**src/rtl/cursor_stepper.sv**
```systemverilog
// cursor_stepper: steps a paint cursor once per tick and plots a BRUSH x BRUSH square.
// Define CURSOR_WRAP_EN to wrap the cursor at canvas edges instead of clamping.
module cursor_stepper #(
    parameter int X_W    = 8,
    parameter int Y_W    = 7,
    parameter int X_MAX  = 159,
    parameter int Y_MAX  = 119,
    parameter int X_INIT = 80,
    parameter int Y_INIT = 60,
    parameter int BRUSH  = 2
) (
    input  logic           clock,
    input  logic           resetN,
    input  logic           tick,
    input  logic           up,
    input  logic           down,
    input  logic           left,
    input  logic           right,
    input  logic           pen_down,
    input  logic [2:0]     colour_in,
    output logic [X_W-1:0] x,
    output logic [Y_W-1:0] y,
    output logic           plot,
    output logic [X_W-1:0] plot_x,
    output logic [Y_W-1:0] plot_y,
    output logic [2:0]     plot_colour,
    output logic           busy
);
    typedef enum logic [1:0] {IDLE, MOVE, PAINT} state_t;

    localparam logic [X_W-1:0] XM     = X_W'(X_MAX);
    localparam logic [Y_W-1:0] YM     = Y_W'(Y_MAX);
    localparam logic [X_W:0]   XM_W   = (X_W+1)'(X_MAX);
    localparam logic [Y_W:0]   YM_W   = (Y_W+1)'(Y_MAX);
    localparam logic [1:0]     B_LAST = 2'(BRUSH - 1);
`ifdef CURSOR_WRAP_EN
    localparam logic [X_W-1:0] X_UNDER = XM;
    localparam logic [X_W-1:0] X_OVER  = '0;
    localparam logic [Y_W-1:0] Y_UNDER = YM;
    localparam logic [Y_W-1:0] Y_OVER  = '0;
`else
    localparam logic [X_W-1:0] X_UNDER = '0;
    localparam logic [X_W-1:0] X_OVER  = XM;
    localparam logic [Y_W-1:0] Y_UNDER = '0;
    localparam logic [Y_W-1:0] Y_OVER  = YM;
`endif

    state_t         state_q;
    logic [X_W-1:0] x_q, x_d, px_q;
    logic [Y_W-1:0] y_q, y_d, py_q;
    logic           up_q, down_q, left_q, right_q, pen_q;
    logic [2:0]     col_q, pc_q;
    logic [1:0]     i_q, j_q;
    logic           last_q, plot_q, busy_q;
    logic [X_W:0]   sx;
    logic [Y_W:0]   sy;

    always_comb begin
        x_d = x_q;
        y_d = y_q;
        if (left_q && !right_q)
            x_d = (x_q == '0) ? X_UNDER : x_q - X_W'(1);
        else if (right_q && !left_q)
            x_d = (x_q == XM) ? X_OVER : x_q + X_W'(1);
        if (up_q && !down_q)
            y_d = (y_q == '0) ? Y_UNDER : y_q - Y_W'(1);
        else if (down_q && !up_q)
            y_d = (y_q == YM) ? Y_OVER : y_q + Y_W'(1);
    end

    // One bit wider than the canvas so an off-canvas brush pixel is never aliased
    assign sx = {1'b0, x_q} + {{(X_W-1){1'b0}}, i_q};
    assign sy = {1'b0, y_q} + {{(Y_W-1){1'b0}}, j_q};

    always_ff @(posedge clock or negedge resetN) begin
        if (!resetN) begin
            state_q <= IDLE;
            x_q     <= X_W'(X_INIT);
            y_q     <= Y_W'(Y_INIT);
            up_q    <= 1'b0;
            down_q  <= 1'b0;
            left_q  <= 1'b0;
            right_q <= 1'b0;
            pen_q   <= 1'b0;
            col_q   <= '0;
            i_q     <= '0;
            j_q     <= '0;
            last_q  <= 1'b0;
            plot_q  <= 1'b0;
            px_q    <= '0;
            py_q    <= '0;
            pc_q    <= '0;
            busy_q  <= 1'b0;
        end else begin
            unique case (state_q)
                IDLE: begin
                    if (tick) begin
                        up_q    <= up;
                        down_q  <= down;
                        left_q  <= left;
                        right_q <= right;
                        pen_q   <= pen_down;
                        col_q   <= colour_in;
                        i_q     <= '0;
                        j_q     <= '0;
                        last_q  <= 1'b0;
                        busy_q  <= 1'b1;
                        state_q <= MOVE;
                    end
                end
                MOVE: begin
                    x_q <= x_d;
                    y_q <= y_d;
                    if (pen_q) begin
                        state_q <= PAINT;
                    end else begin
                        busy_q  <= 1'b0;
                        state_q <= IDLE;
                    end
                end
                PAINT: begin
                    if (last_q) begin
                        plot_q  <= 1'b0;
                        busy_q  <= 1'b0;
                        state_q <= IDLE;
                    end else begin
                        plot_q <= (sx <= XM_W) && (sy <= YM_W);
                        px_q   <= sx[X_W-1:0];
                        py_q   <= sy[Y_W-1:0];
                        pc_q   <= col_q;
                        if (i_q == B_LAST) begin
                            i_q <= '0;
                            if (j_q == B_LAST)
                                last_q <= 1'b1;
                            else
                                j_q <= j_q + 2'd1;
                        end else begin
                            i_q <= i_q + 2'd1;
                        end
                    end
                end
                default: state_q <= IDLE;
            endcase
        end
    end

    assign x           = x_q;
    assign y           = y_q;
    assign plot        = plot_q;
    assign plot_x      = px_q;
    assign plot_y      = py_q;
    assign plot_colour = pc_q;
    assign busy        = busy_q;
endmodule

```
**config.mk**
```make
export PLATFORM = sky130hd
export DESIGN_NAME = cursor_stepper
export DESIGN_NICKNAME = d
export VERILOG_FILES = /design/src/rtl/cursor_stepper.sv
export SDC_FILE = /design/constraint.sdc
export NUM_CORES = 1
export LEC_CHECK = 0
export CAP_MARGIN = 20
export CORE_ASPECT_RATIO = 0.9
export CORE_MARGIN = 4
export CORE_UTILIZATION = 45
export DETAILED_ROUTE_END_ITERATION = 8
export GPL_TIMING_DRIVEN = 0
export PLACE_DENSITY = 0.68
export SETUP_SLACK_MARGIN = 0.4
export SYNTH_ARGS = -nofsm -noshare
export SYNTH_HDL_FRONTEND = slang
export SYNTH_SLANG_ARGS = --single-unit
```
**constraint.sdc**
```tcl
create_clock -name clock -period 3 [get_ports clock]
set_input_delay 0.9 -clock clock [delete_from_list [all_inputs] [get_ports clock]]
set_output_delay 0.9 -clock clock [all_outputs]
set_load 0.02 [all_outputs]
```
==> flow_metrics.env <==
export IMPL_syn_nets=362
export IMPL_cp_top_family="buffers and inverters"
export IMPL_grt_first_pass_wirelength_um=12400
export IMPL_setup_viol=0
export IMPL_fill_cells=633
export IMPL_antenna_found_initial=0
export IMPL_synth_edf_count=0
export IMPL_ff2ff_setup_slack_ns=0.81
export IMPL_synth_ff_latch_count=50
export IMPL_drt_iter0_markers=331
export IMPL_ys_seq_area_share_pct=40.1
export IMPL_p_clk_share_pct=12.3
export IMPL_drc=0
export IMPL_start_util_pct=47.0
export IMPL_hold_viol=0
export IMPL_worstMarginPinSlew_ns=0.625
export IMPL_grt_total_usage_pct=18.8
export IMPL_cp_start_kind="flip-flop"
export IMPL_vias_per_cell=5.64
export IMPL_yosysWarnings=0
export IMPL_fin_nets=415
export IMPL_ant_nets=0
export IMPL_place_ws_ns=0.399
export IMPL_wire_per_inst_um=15.3
export IMPL_cts_root_buf="clkbuf_8"
export IMPL_num_antenna_cells=0
export IMPL_relSlewSlack_pct=57.9
export IMPL_status="completed"
export IMPL_p_sw_share_pct=44.4
export IMPL_cts_max_level=2
export IMPL_p_int_mw=2.29
export IMPL_reg2regPathDepth=5
export IMPL_final_setup_worst_slack_ns=0.548
export IMPL_crit_path_end_kind="output pin"
export IMPL_pwr_density_cell_mw_per_mm2=1080
export IMPL_cts_hold_buf=0
export IMPL_r2r_end="x[7]"
export IMPL_worst_path_buf_inv=1
export IMPL_clk_pin_slew_ns=0.10
export IMPL_tns_ns=0
export IMPL_hold_end="plot_y[5]"
export IMPL_rr_startpoint="state_q[1]"
export IMPL_totalWireLength_um=7320
export IMPL_comb_power_share_pct=58.1
export IMPL_cts_sinks=50
export IMPL_hpwl_um=5450
export IMPL_coreArea_mm2=0.00669
export IMPL_synthDistinctLibCells=61
export IMPL_drv_cap=0
export IMPL_maxSlewViolCount=0
export IMPL_crit_type="flip-flop to output pin"
export IMPL_fin_crit_sh_pct=81.7
export IMPL_vdd_drop_max_uv=444
export IMPL_syn_area_per_cell_um2=9.38
export IMPL_cts_tree="built"
export IMPL_critPathMaxFanout=10
export IMPL_p_seq_share_pct=29.6
export IMPL_numCtsBuffers=5
export IMPL_max_stage_delay_ns=0.68
export IMPL_drive_above_1_share_pct=11.3
export IMPL_ios=46
export IMPL_syn_inst=335
export IMPL_p_switching_mw=1.83
export IMPL_insertion_delay_ns=0.31
export IMPL_cp_data_arrival_time_ns=1.55
export IMPL_final_core_util_pct=57.3
export IMPL_max_freq_mhz=408
export IMPL_dieArea_mm2=0.00838
export IMPL_synthToLayoutAreaGrowth_pct=22.1
export IMPL_async_reset_ff_share_pct=100
export IMPL_clock_skew_final_ns=0.00766
export IMPL_layout_cells_non_filler=479
export IMPL_critPathRequiredTime_ns=2.10
export IMPL_finalPower_mw=4.13
export IMPL_clockBufferDepth=2
export IMPL_rsz0062_at_grt="no"
export IMPL_cp_slowest_cell="clkdlybuf4s50_1"
export IMPL_gp_congestion=0.934
export IMPL_grt_pass1_vias=2481
export IMPL_min_path_type="flip-flop to flip-flop"
export IMPL_netlist_area_mm2=0.00314
export IMPL_grt_max_degree=30
export IMPL_first_pass_iters=5
export IMPL_hold_start="plot_y[5]"
export IMPL_p_leak_nw=1.56
export IMPL_fin_crit_ns=2.45
export IMPL_holdPathStages=2
export IMPL_die_h_um=87.3
export IMPL_crit_chain="clkdlybuf4s50_1"
export IMPL_overflow=0
export IMPL_cts_setup_buffers=0
export IMPL_cts_resized=0
export IMPL_rows=28
export IMPL_synth_top_flop_cell="dfrtp_1"
export IMPL_die_w_um=96.1
export IMPL_num_vias=2700
export IMPL_port_buffers=45
export IMPL_dpl_cell_count=471
## flip-flops by register name, indices dropped and copies added, names as in the netlist, 2 cells and up
name         count
col_q            3
x                8
i_q              2
y                7
state_q          2
plot_x           8
plot_y           7
plot_colour      3
j_q              2
## per-layer routing
metal	wire length (um)	global-route usage, %
met1	3630	28.4
met2	3120	27.3
met3	475	4.32
met4	99	4.26
met5	0	0
## Yosys cell counts (4+ instances only)
| master | n | area share, % |
|---|---|---|
| mux2_2 | 15 | 5.4 |
| dfstp_2 | 6 | 5.0 |
| or3_1 | 4 | 0.80 |
| ha_1 | 14 | 5.6 |
| xnor2_1 | 5 | 1.4 |
| nand3_1 | 9 | 1.4 |
| o31ai_1 | 6 | 1.4 |
| nand2b_1 | 9 | 1.8 |
| mux2i_1 | 5 | 1.6 |
| o21ai_0 | 26 | 4.1 |
| buf_2 | 4 | 0.64 |
| inv_1 | 18 | 2.2 |
| a21oi_1 | 17 | 2.7 |
| nor3_1 | 13 | 2.1 |
| nand2_1 | 32 | 3.8 |
| xor2_1 | 8 | 2.2 |
| nor2_1 | 17 | 2.0 |
| clkbuf_1 | 13 | 1.6 |
| dfrtp_1 | 44 | 35 |
| a31oi_1 | 9 | 1.8 |
## worst register-to-register path, stage by stage, from the launching register on
cell,delay [ns]
dfrtp_1,0.39
inv_1,0.10
ha_1,0.31
nor2b_1,0.56
o31ai_1,0.31
o32a_1,0.42
## worst max-delay path by stage
| stage | to | slack (ns) | startpoint | depth (start not counted) |
|---|---|---|---|---|
| global placement | plot_x[4] | -0.51 | resetN | 1 |
| global route | x[1] | 0.48 | x[1] | 1 |
| finish | x[1] | 0.55 | x[1] | 1 |
| detailed placement | col_q[1] | 0.40 | tick | 4 |
| CTS | x[1] | 0.54 | x[1] | 1 |
| floorplan | plot | 0.99 | x[0] | 5 |
## layout by cell type (no fill, tap or decap), types with 4 or more instances in the layout
master	instances
clkbuf_1	14
mux2_2	15
a21oi_1	17
nand2_1	32
a31oi_1	9
xnor2_1	5
clkbuf_8	6
o31ai_1	6
dfrtp_1	44
ha_1	14
inv_1	18
nand2b_1	9
o21ai_0	26
nor3_1	13
xor2_1	8
nor2_1	17
clkdlybuf4s50_1	44
dfstp_2	6
nand3_1	9
buf_2	5
mux2i_1	5
or3_1	4
## power groups by stage
stage	registers, mW	logic [mW]	clock network [mW]
finish	1.22	2.40	0.508
global route	1.27	2.65	0.554
CTS	1.22	2.40	0.513
detailed placement	1.24	2.39	0
global placement	1.23	2.36	0
floorplan	1.44	1.35	0
## final cells by class
class	count	area (um^2)	area share, %
multi-input cells	243	1700	44.3
flip-flops and latches	50	1260	32.8
repair buffers	46	465	12.1
plain buffers	24	115	3.00
well taps	90	113	2.94
clock buffers	7	86.3	2.25
inverters	18	67.6	1.76
clock inverters	1	30.0	0.783
## kinds of logic (layout without fill, tap and decap cells)
group	Yosys count	count (layout)	share of synthesized area, %
flops	50	50	40.1
fa+ha+maj	16	16	6.85
compound gates	85	85	17.9
mux	20	20	6.97
xor+xnor	13	13	3.62
buf+inv	42	96	5.81
simple gates	109	109	18.8
## metrics by stage
step                hold slack, ns  cell area (um^2)
floorplan                    0.475              3140
global placement             0.463              3700
detailed placement           0.471              3720
CTS                          0.492              3840
global route                 0.511              3840
finish                       0.482              3840
(Power assumes the default switching activity.)
